## src/rtl/alu_pkg.sv

```systemverilog
// Shared constants and types for the ALU issue controller and its decoder.
package alu_pkg;

  localparam int unsigned XLEN     = 32;
  localparam int unsigned ALU_OP_W = 4;
  localparam int unsigned OPC_W    = 7;
  localparam int unsigned F3_W     = 3;
  localparam int unsigned F7_W     = 7;
  localparam int unsigned SHAMT_W  = 5;

  // ALU datapath operation encodings
  localparam logic [ALU_OP_W-1:0] ALU_ADD  = 4'b0000;
  localparam logic [ALU_OP_W-1:0] ALU_SUB  = 4'b0001;
  localparam logic [ALU_OP_W-1:0] ALU_AND  = 4'b0010;
  localparam logic [ALU_OP_W-1:0] ALU_OR   = 4'b0011;
  localparam logic [ALU_OP_W-1:0] ALU_XOR  = 4'b0100;
  localparam logic [ALU_OP_W-1:0] ALU_SLL  = 4'b0101;
  localparam logic [ALU_OP_W-1:0] ALU_SRL  = 4'b0110;
  localparam logic [ALU_OP_W-1:0] ALU_SLTU = 4'b0111;
  localparam logic [ALU_OP_W-1:0] ALU_SLT  = 4'b1000;
  localparam logic [ALU_OP_W-1:0] ALU_SRA  = 4'b1001;
  localparam logic [ALU_OP_W-1:0] ALU_PASS = 4'b1111;

  // RV32I opcodes
  localparam logic [OPC_W-1:0] OPC_OP     = 7'b0110011;
  localparam logic [OPC_W-1:0] OPC_OP_IMM = 7'b0010011;
  localparam logic [OPC_W-1:0] OPC_LUI    = 7'b0110111;
  localparam logic [OPC_W-1:0] OPC_AUIPC  = 7'b0010111;

  // RV32I funct3 / funct7 values
  localparam logic [F3_W-1:0] F3_ADD  = 3'b000;
  localparam logic [F3_W-1:0] F3_SLL  = 3'b001;
  localparam logic [F3_W-1:0] F3_SLT  = 3'b010;
  localparam logic [F3_W-1:0] F3_SLTU = 3'b011;
  localparam logic [F3_W-1:0] F3_XOR  = 3'b100;
  localparam logic [F3_W-1:0] F3_SR   = 3'b101;
  localparam logic [F3_W-1:0] F3_OR   = 3'b110;
  localparam logic [F3_W-1:0] F3_AND  = 3'b111;

  localparam logic [F7_W-1:0] F7_BASE = 7'b0000000;
  localparam logic [F7_W-1:0] F7_ALT  = 7'b0100000;

  typedef enum logic [1:0] {
    ST_IDLE = 2'd0,
    ST_EXEC = 2'd1,
    ST_RESP = 2'd2
  } state_e;

  typedef enum logic [1:0] {
    OP1_ZERO = 2'd0,
    OP1_RS1  = 2'd1,
    OP1_PC   = 2'd2,
    OP1_IMM  = 2'd3
  } op1_sel_e;

  typedef enum logic [1:0] {
    OP2_ZERO = 2'd0,
    OP2_RS2  = 2'd1,
    OP2_IMM  = 2'd2
  } op2_sel_e;

  // funct3 to ALU op; alt selects SUB/SRA on the shared encodings
  function automatic logic [ALU_OP_W-1:0] f3_to_op(input logic [F3_W-1:0] f3,
                                                   input logic alt);
    logic [ALU_OP_W-1:0] op;
    case (f3)
      F3_ADD:  op = alt ? ALU_SUB : ALU_ADD;
      F3_SLL:  op = ALU_SLL;
      F3_SLT:  op = ALU_SLT;
      F3_SLTU: op = ALU_SLTU;
      F3_XOR:  op = ALU_XOR;
      F3_SR:   op = alt ? ALU_SRA : ALU_SRL;
      F3_OR:   op = ALU_OR;
      default: op = ALU_AND;
    endcase
    return op;
  endfunction

  function automatic logic is_shift(input logic [ALU_OP_W-1:0] op);
    return (op == ALU_SLL) || (op == ALU_SRL) || (op == ALU_SRA);
  endfunction

  function automatic logic is_cmp(input logic [ALU_OP_W-1:0] op);
    return (op == ALU_SLT) || (op == ALU_SLTU);
  endfunction

endpackage

```

## src/rtl/alu_decode.sv

```systemverilog
// Combinational RV32I integer-op decoder: fields to ALU op, operand selects, illegal flag.
module alu_decode
  import alu_pkg::*;
(
  input  logic [OPC_W-1:0]    opcode,
  input  logic [F3_W-1:0]     funct3,
  input  logic [F7_W-1:0]     funct7,
  output logic [ALU_OP_W-1:0] alu_op,
  output op1_sel_e            op1_sel,
  output op2_sel_e            op2_sel,
  output logic                illegal
);

  logic f7_base;
  logic f7_alt;

  assign f7_base = (funct7 == F7_BASE);
  assign f7_alt  = (funct7 == F7_ALT);

  // Decode; any illegal encoding collapses to ADD of zeros
  always_comb begin
    alu_op  = ALU_ADD;
    op1_sel = OP1_ZERO;
    op2_sel = OP2_ZERO;
    illegal = 1'b0;
    case (opcode)
      OPC_OP: begin
        alu_op  = f3_to_op(funct3, f7_alt);
        op1_sel = OP1_RS1;
        op2_sel = OP2_RS2;
        illegal = !(f7_base || (f7_alt && ((funct3 == F3_ADD) || (funct3 == F3_SR))));
      end
      OPC_OP_IMM: begin
        alu_op  = f3_to_op(funct3, f7_alt);
        op1_sel = OP1_RS1;
        op2_sel = OP2_IMM;
        illegal = !(f7_base || (f7_alt && (funct3 == F3_SR)));
      end
      OPC_LUI: begin
        alu_op  = ALU_PASS;
        op1_sel = OP1_IMM;
        op2_sel = OP2_ZERO;
      end
      OPC_AUIPC: begin
        alu_op  = ALU_ADD;
        op1_sel = OP1_PC;
        op2_sel = OP2_IMM;
      end
      default: illegal = 1'b1;
    endcase
    if (illegal) begin
      alu_op  = ALU_ADD;
      op1_sel = OP1_ZERO;
      op2_sel = OP2_ZERO;
    end
  end

endmodule

```

## src/rtl/alu_issue_ctrl.sv

```systemverilog
// Issue controller: accepts one ALU request, drives the ALU for a cycle, returns the result.
module alu_issue_ctrl
  import alu_pkg::*;
(
  input  logic                clk,
  input  logic                rst_n,
  input  logic                in_valid,
  output logic                in_ready,
  input  logic [OPC_W-1:0]    opcode,
  input  logic [F3_W-1:0]     funct3,
  input  logic [F7_W-1:0]     funct7,
  input  logic [XLEN-1:0]     rs1_val,
  input  logic [XLEN-1:0]     rs2_val,
  input  logic [XLEN-1:0]     imm,
  input  logic [XLEN-1:0]     pc,
  output logic [ALU_OP_W-1:0] alu_op,
  output logic [XLEN-1:0]     alu_op1,
  output logic [XLEN-1:0]     alu_op2,
  input  logic [XLEN-1:0]     alu_res,
  output logic                out_valid,
  input  logic                out_ready,
  output logic [XLEN-1:0]     out_res,
  output logic                out_illegal
);

  state_e              state_q;
  state_e              state_d;
  logic [ALU_OP_W-1:0] op_d;
  logic [XLEN-1:0]     op1_d;
  logic [XLEN-1:0]     op2_d;
  logic [XLEN-1:0]     res_d;
  logic                ill_d;

  logic [ALU_OP_W-1:0] dec_op;
  op1_sel_e            dec_op1_sel;
  op2_sel_e            dec_op2_sel;
  logic                dec_illegal;
  logic [XLEN-1:0]     sel_op1;
  logic [XLEN-1:0]     sel_op2;

  alu_decode u_decode (
    .opcode  (opcode),
    .funct3  (funct3),
    .funct7  (funct7),
    .alu_op  (dec_op),
    .op1_sel (dec_op1_sel),
    .op2_sel (dec_op2_sel),
    .illegal (dec_illegal)
  );

  // Operand muxes; shift amounts keep only the low five bits
  always_comb begin
    sel_op1 = '0;
    sel_op2 = '0;
    case (dec_op1_sel)
      OP1_RS1: sel_op1 = rs1_val;
      OP1_PC:  sel_op1 = pc;
      OP1_IMM: sel_op1 = imm;
      default: sel_op1 = '0;
    endcase
    case (dec_op2_sel)
      OP2_RS2: sel_op2 = rs2_val;
      OP2_IMM: sel_op2 = imm;
      default: sel_op2 = '0;
    endcase
    if (is_shift(dec_op)) begin
      sel_op2 = XLEN'(sel_op2[SHAMT_W-1:0]);
    end
  end

  // Next-state and next-register values
  always_comb begin
    state_d = state_q;
    op_d    = alu_op;
    op1_d   = alu_op1;
    op2_d   = alu_op2;
    res_d   = out_res;
    ill_d   = out_illegal;
    case (state_q)
      ST_IDLE: begin
        if (in_valid) begin
          state_d = ST_EXEC;
          op_d    = dec_op;
          op1_d   = sel_op1;
          op2_d   = sel_op2;
          ill_d   = dec_illegal;
        end
      end
      ST_EXEC: begin
        state_d = ST_RESP;
        if (out_illegal) begin
          res_d = '0;
        end else if (is_cmp(alu_op)) begin
          res_d = XLEN'(alu_res[0]);
        end else begin
          res_d = alu_res;
        end
      end
      ST_RESP: begin
        if (out_ready) begin
          state_d = ST_IDLE;
        end
      end
      default: state_d = ST_IDLE;
    endcase
  end

  // State and output registers; handshake flags follow the next state
  always_ff @(posedge clk or negedge rst_n) begin
    if (!rst_n) begin
      state_q     <= ST_IDLE;
      in_ready    <= 1'b1;
      out_valid   <= 1'b0;
      alu_op      <= ALU_ADD;
      alu_op1     <= '0;
      alu_op2     <= '0;
      out_res     <= '0;
      out_illegal <= 1'b0;
    end else begin
      state_q     <= state_d;
      in_ready    <= (state_d == ST_IDLE);
      out_valid   <= (state_d == ST_RESP);
      alu_op      <= op_d;
      alu_op1     <= op1_d;
      alu_op2     <= op2_d;
      out_res     <= res_d;
      out_illegal <= ill_d;
    end
  end

endmodule

```

## config.mk

```make
export PLATFORM = sky130hd
export DESIGN_NAME = alu_issue_ctrl
export DESIGN_NICKNAME = d
export VERILOG_FILES = /design/src/rtl/alu_pkg.sv /design/src/rtl/alu_decode.sv /design/src/rtl/alu_issue_ctrl.sv
export SDC_FILE = /design/constraint.sdc
export NUM_CORES = 1
export LEC_CHECK = 0
export CAP_MARGIN = 20
export CORE_AREA = 2 2 114 116
export CTS_CLUSTER_SIZE = 25
export DETAILED_ROUTE_END_ITERATION = 16
export DIE_AREA = 0 0 116 118
export PLACE_DENSITY = 0.86
export SYNTH_ARGS = -nofsm -noshare
export SYNTH_HDL_FRONTEND = slang
export SYNTH_SLANG_ARGS = --single-unit
```

## constraint.sdc

```tcl
create_clock -name clk -period 3.6 [get_ports clk]
set_input_delay 0.72 -clock clk [delete_from_list [all_inputs] [get_ports clk]]
set_output_delay 0.72 -clock clk [all_outputs]
set_load 0.005 [all_outputs]
```

==> flow_summary.toml, run 1 <==
[setup_path]
reg2reg_slack_ns = 1.69
worst_r2r_endpoint = "alu_op2[10]$_DFFE_PN0P_"
crit_chain = "clkdlybuf4s50_1 > nand2_1 > or4b_1 > nor3_4 > and2_1 > ha_2 > a22oi_1 > o41ai_2"
critPathMaxFanout = 32
max_stage_delay_ns = 0.64
critPathLaunch = "opcode[1]"
crit_path_end_kind = "flop"
critPathLaunchType = "primary input"
cpMaxStageDelayCell = "ha_2"
r2r-start = "state_q[0]$_DFF_PN0_"
path_delay_family = "simple AND/OR/NAND/NOR gates"
path_class = "in2reg"
reg2regPathDepth = 4
required_ns = 3.84
arrival_ns = 3.35
worst-path-buf-inv = 1

[timing]
final.hold.worst_slack_ns = 0.345
final_max_slew_viol_count = 0
finalCritPeriodShare_pct = 86.4
fmax_mhz = 322
timing.slew.headroom_pct = 54.1
layout_setup_ws_ns = 0.490
clock_skew_ns = 0.00633
setup_tns_ns = 0
final-hold-violation-count = 0
setup_viol = 0
tightest_slew_ns = 0.688
grt_setup_unrepaired = "false"
timing.final.crit_period_ns = 3.11

[pwr]
p_per_area_mw_per_mm2 = 424
vdd_ir_drop_max_uv = 227
leakage_nw = 3.54

[drt]
met3_length_mm = 1.54
wl_met2_mm = 9.29
dr.pass1.iters = 5
dr.max_layer_used = "met4"
drtIter0Drc = 383
drtAntennaViolNets = 0
vias = 5331
wl_met1_mm = 7.18
drc = 0
routed_wl_mm = 18.8
viasPerCell = 5.61
wl_per_cell_um = 19.8

[place]
place_ws_ns = 0.105
dpl_cell_area_sq_mm = 0.00822
port_buffers = 283
gp_congestion = 0.907
place_inst = 934
hpwl_mm = 13.6

[cells_and_area]
n_antenna_cell = 0
fin_cells = 950
fin_area_sq_mm = 0.00857
syn_to_final_growth_pct = 63.0
nets = 956
drive_above_1_share_pct = 7.71

[synthesis]
syn_area_sq_mm = 0.00526
syn_inst = 513
ys_ff_latch = 105
synthTopCellsByCount = "dfrtp_1, nand2_1, o21ai_0"
synth_cell_type_count = 39
seq_area_frac_synth_pct = 50.0
async_flop_share_pct = 100
avgSynthCellArea_sq_um = 10.3
synth.most_common_cell = "dfrtp_1"
synth_top_area_cell = "dfrtp_1"
syn_nets = 696
synth_edf_count = 0
synth_top_area_share_pct = 49.5
synth_area_leaders = "dfrtp_1, o41ai_2, mux2i_1"
synth_ff_type = "dfrtp_1"
yosys_warnings = 0

[cts]
post_cts_buffers = 0
postCtsResizedCells = 0
cts_buffers = 9
ctsLongestPathBuffers = 2
hold_buffers = 0
tritoncts = "yes"
insertion_delay_ns = 0.35
clk_pin_slew_worst_paths_ns = 0.07
htree_levels = 3
root_buffer = "clkbuf_16"
cts.sinks = 105

[floorplanning]
die_y_um = 118
num_rows = 41
start_util_pct = 42.4
die_area_sq_mm = 0.0137
coreArea_sq_mm = 0.0124
chipWidth_um = 116
ios = 284

[hold_path]
hold_class = "in2async"

[run_status]
outcome = "complete, no violations"

[global_route]
track_usage_pct = 27.1
grt_pass1_wl_mm = 28.8
grt.overflow.total = 0
grt_max_degree = 66
grt_pass1_vias = 5405
antenna_found_initial = 0

[job]
maxCapViolations = 0
worst reg2reg max path, delay by kind of cell, from the launching register on:
| kind | cells | cell delay, ns |
|---|---|---|
| AOI/OAI and AO/OA | 1 | 0.40 |
| buffers and inverters | 1 | 0.44 |
| DFF | 1 | 0.41 |
| and+or+nand+nor | 2 | 0.56 |
through the flow:
step / total power, mW / utilization, %
6_report: 3.63 / 69.0
5_1_grt: 3.80 / 69.0
4_1_cts: 3.66 / 69.0
3_5_place_dp: 2.50 / 66.2
3_3_place_gp: 2.46 / 66.2
2_1_floorplan: 1.85 / -
logic make-up (layout without fill, tap and decap cells):
family                     after synthesis  count (layout)  share of synthesized area, %
DFF                                    105             105                          50.0
and+or+nand+nor                        142             142                          11.8
muxes                                   32              32                          6.09
AOI/OAI and AO/OA                      182             182                          26.9
adders and majority gates                2               2                         0.476
buffers and inverters                   50             315                          4.73
worst max-delay path by stage:
stage	end	slack, ns	cells past startpoint
2_1_floorplan	alu_op2[19]$_DFFE_PN0P_	0.58	8
3_3_place_gp	alu_op2[7]$_DFFE_PN0P_	0.28	8
3_5_place_dp	alu_op2[14]$_DFFE_PN0P_	0.10	8
4_1_cts	alu_op2[14]$_DFFE_PN0P_	0.48	8
5_1_grt	alu_op2[12]$_DFFE_PN0P_	0.32	8
6_report	alu_op2[14]$_DFFE_PN0P_	0.49	8
area by class of cell:
type	count	area, sq um
Fill cell	925	3840
Clock inverter	6	113
Timing Repair Buffer	296	2960
Multi-Input combinational cell	358	2400
Tap cell	172	215
Inverter	3	11.3
Clock buffer	10	239
Sequential cell	105	2630
per-layer routing:
metal	vias to the layer above	GRT usage [%]
met5	-	0
met4	0	13.7
met3	67	6.69
met2	297	45.3
met1	2548	32.1
li1	2419	-
report_power, final:
part           leakage (nW)  internal, mW  switching, mW  total (mW)
clock network         0.173         0.702          0.456        1.16
logic                  1.94         0.580          0.475        1.05
registers              1.43          1.33         0.0873        1.42
cells in the final DEF, fill, tap and decap left out, types with 2 or more instances in the layout:
master           count
a2111oi_0            2
a21oi_1             35
a22o_1              31
a22oi_1             32
and2_1               2
buf_12               3
buf_4               11
bufinv_16            3
clkbuf_16            9
clkdlybuf4s50_1    281
dfrtp_1            104
inv_1                3
mux2i_1             32
nand2_1             82
nand2b_1             3
nand3b_1             2
nor2_1              38
nor2b_1              2
nor4_1               2
nor4b_1              3
o21a_1               2
o21ai_0             42
o31ai_1              5
o41ai_1              7
o41ai_2             20
state kept, by name, summed over array words and instances, names as in the netlist:
name         cells
out_valid        1
out_res         32
out_illegal      1
in_ready         1
alu_op2         32
alu_op           4
alu_op1         32
state_q          2
Power figures use the tool's default switching activity.
==> run 2, diff against run 1 <==
--- a/config.mk
+++ b/config.mk
@@ -5,12 +5,12 @@
 export SDC_FILE = /design/constraint.sdc
 export NUM_CORES = 1
 export LEC_CHECK = 0
-export CAP_MARGIN = 20
-export CORE_AREA = 2 2 114 116
+export CAP_MARGIN = 10
+export CORE_AREA = 2 2 124 126
 export CTS_CLUSTER_SIZE = 25
 export DETAILED_ROUTE_END_ITERATION = 16
-export DIE_AREA = 0 0 116 118
-export PLACE_DENSITY = 0.86
+export DIE_AREA = 0 0 126 128
+export PLACE_DENSITY = 0.77
 export SYNTH_ARGS = -nofsm -noshare
 export SYNTH_HDL_FRONTEND = slang
 export SYNTH_SLANG_ARGS = --single-unit
==> constraint.sdc (replaced) <==
create_clock -name clk -period 2.7 [get_ports clk]
set_input_delay 0.54 -clock clk [delete_from_list [all_inputs] [get_ports clk]]
set_output_delay 0.54 -clock clk [all_outputs]
set_load 0.005 [all_outputs]
==> flow_summary.toml, run 2 (synthesis gave the netlist of run 1 again) <==
[cts]
tritoncts = "yes"
ctsLongestPathBuffers = 2
clk_pin_slew_worst_paths_ns = 0.08
cts.sinks = 105
insertion_delay_ns = 0.35
htree_levels = 3
cts_buffers = 9
root_buffer = "clkbuf_16"

[pwr]
vdd_ir_drop_max_uv = 438
p_int_mw = 3.31
share_comb_of_total_power_pct = 30.8
power_switching_mw = 1.37
sw_frac_of_total_pct = 29.2
leakage_nw = 3.65
p_seq_share_pct = 40.4
clock_power_share_pct = 28.8
p_total_mw = 4.67
p_per_area_mw_per_mm2 = 529

[drt]
wl_per_cell_um = 19.7
drtAntennaViolNets = 0
dr.pass1.iters = 4
drc = 0
viasPerCell = 5.34
vias = 5258
routed_wl_mm = 19.4
drtIter0Drc = 240

[cells_and_area]
syn_to_final_growth_pct = 68.0
fin_cells = 985
nets = 975
fillers = 1209
multi_input_area_sq_mm = 0.00246
seq_area_sq_mm = 0.00263
utilization_pct = 59.4
drive_above_1_share_pct = 10.7
reg_top3 = "alu_op1: 32 flops, alu_op2: 32 flops, out_res: 32 flops"
fin_area_sq_mm = 0.00883
n_antenna_cell = 0
mostFrequentLayoutCells = "clkdlybuf4s50_1, dfrtp_1, nand2_1, o21ai_0, nor2_1"
mostFrequentLayoutCell = "clkdlybuf4s50_1"

[timing]
timing.slew.headroom_pct = 67.3
grt_setup_unrepaired = "true"
final-hold-violation-count = 0
setup_viol = 0
fmax_mhz = 383
clock_skew_ns = 0.00565
finalCritPeriodShare_pct = 96.7
final_max_slew_viol_count = 0
timing.final.crit_period_ns = 2.61
final.hold.worst_slack_ns = 0.170
tightest_slew_ns = 0.484

[place]
dpl_cell_area_sq_mm = 0.00843
port_buffers = 283
hpwl_mm = 14.0
gp_congestion = 0.856
place_inst = 967

[floorplanning]
chipWidth_um = 126
num_rows = 45
die_area_sq_mm = 0.0161
die_y_um = 128
ios = 284
start_util_pct = 35.4
coreArea_sq_mm = 0.0149

[global_route]
grt.overflow.total = 0
grt_max_degree = 80
grt_pass1_wl_mm = 29.1
antenna_found_initial = 0
grt_pass1_vias = 5374
track_usage_pct = 22.8

[run_status]
outcome = "complete, no violations"

[setup_path]
critPathLaunchType = "primary input"
crit_path_end_kind = "flop"
required_ns = 2.94
arrival_ns = 2.85
critPathMaxFanout = 32
path_class = "in2reg"

[job]
maxCapViolations = 0

[hold_path]
hold_class = "in2async"
==> run 2: power by group through the flow <==
stage / Sequential [mW] / Clock [mW] / Combinational (mW)
2_1_floorplan: 1.92 / 0 / 0.550
3_3_place_gp: 1.91 / 0 / 1.40
3_5_place_dp: 1.92 / 0 / 1.43
4_1_cts: 1.89 / 1.39 / 1.45
5_1_grt: 1.91 / 1.44 / 1.55
6_report: 1.89 / 1.35 / 1.44
==> run 2: path summary, 6_finish.rpt <==
check                                            start                endpoint  cells after the start  slack, ns
worst max-delay path                         funct7[2]  alu_op2[7]$_DFFE_PN0P_                      8       0.09
worst min-delay path                             rst_n  alu_op1[6]$_DFFE_PN0P_                      2       0.17
worst max register to register   alu_op[0]$_DFFE_PN0P_  out_res[5]$_DFFE_PN0N_                      4       1.20
worst min register to register  alu_op2[1]$_DFFE_PN0P_  alu_op2[1]$_DFFE_PN0P_                      2       0.48
max in group asynchronous                        rst_n      in_ready$_DFF_PN1_                      2       2.19
min in group clk                alu_op2[1]$_DFFE_PN0P_  alu_op2[1]$_DFFE_PN0P_                      2       0.48
==> run 2: area by class of cell <==
| type | instances | share of cell area (%) |
|---|---|---|
| Timing Repair Buffer | 315 | 36.1 |
| Sequential cell | 105 | 29.8 |
| Tap cell | 188 | 2.66 |
| Inverter | 3 | 0.127 |
| Clock inverter | 7 | 0.907 |
| Multi-Input combinational cell | 358 | 27.9 |
| Clock buffer | 9 | 2.55 |
==> run 2: stage by stage <==
| stage | setup WS [ns] | setup TNS (ns) |
|---|---|---|
| CTS | 0.00726 | 0 |
| floorplan | 0.00368 | 0 |
| global route | -0.0542 | -0.296 |
| detailed placement | -0.360 | -10.15 |
| finish | 0.0884 | 0 |
| global placement | -0.245 | -6.71 |
==> run 2: metal layers <==
metal / track usage, % / up-vias / routed length [um]
li1: - / 2451 / -
met1: 27.5 / 2514 / 7830
met2: 39.8 / 253 / 9660
met3: 5.13 / 40 / 1380
met4: 9.11 / 0 / 553
met5: 0 / - / 0
==> run 2: worst max-delay path: stages <==
cell             delay [ns]
clkdlybuf4s50_1        0.46
nor4_4                 0.43
o2111ai_4              0.21
nor3_4                 0.16
and2_1                 0.18
ha_2                   0.29
buf_12                 0.19
o41ai_2                0.38
==> run 2: what timing repair did <==
action / in CTS / in global routing
hold buffers: 0 / 0
endpoints found under the hold margin: 0 / 0
setup endpoints to repair: 0 / 27
resized for setup: 0 / 12
setup buffers: 0 / 0
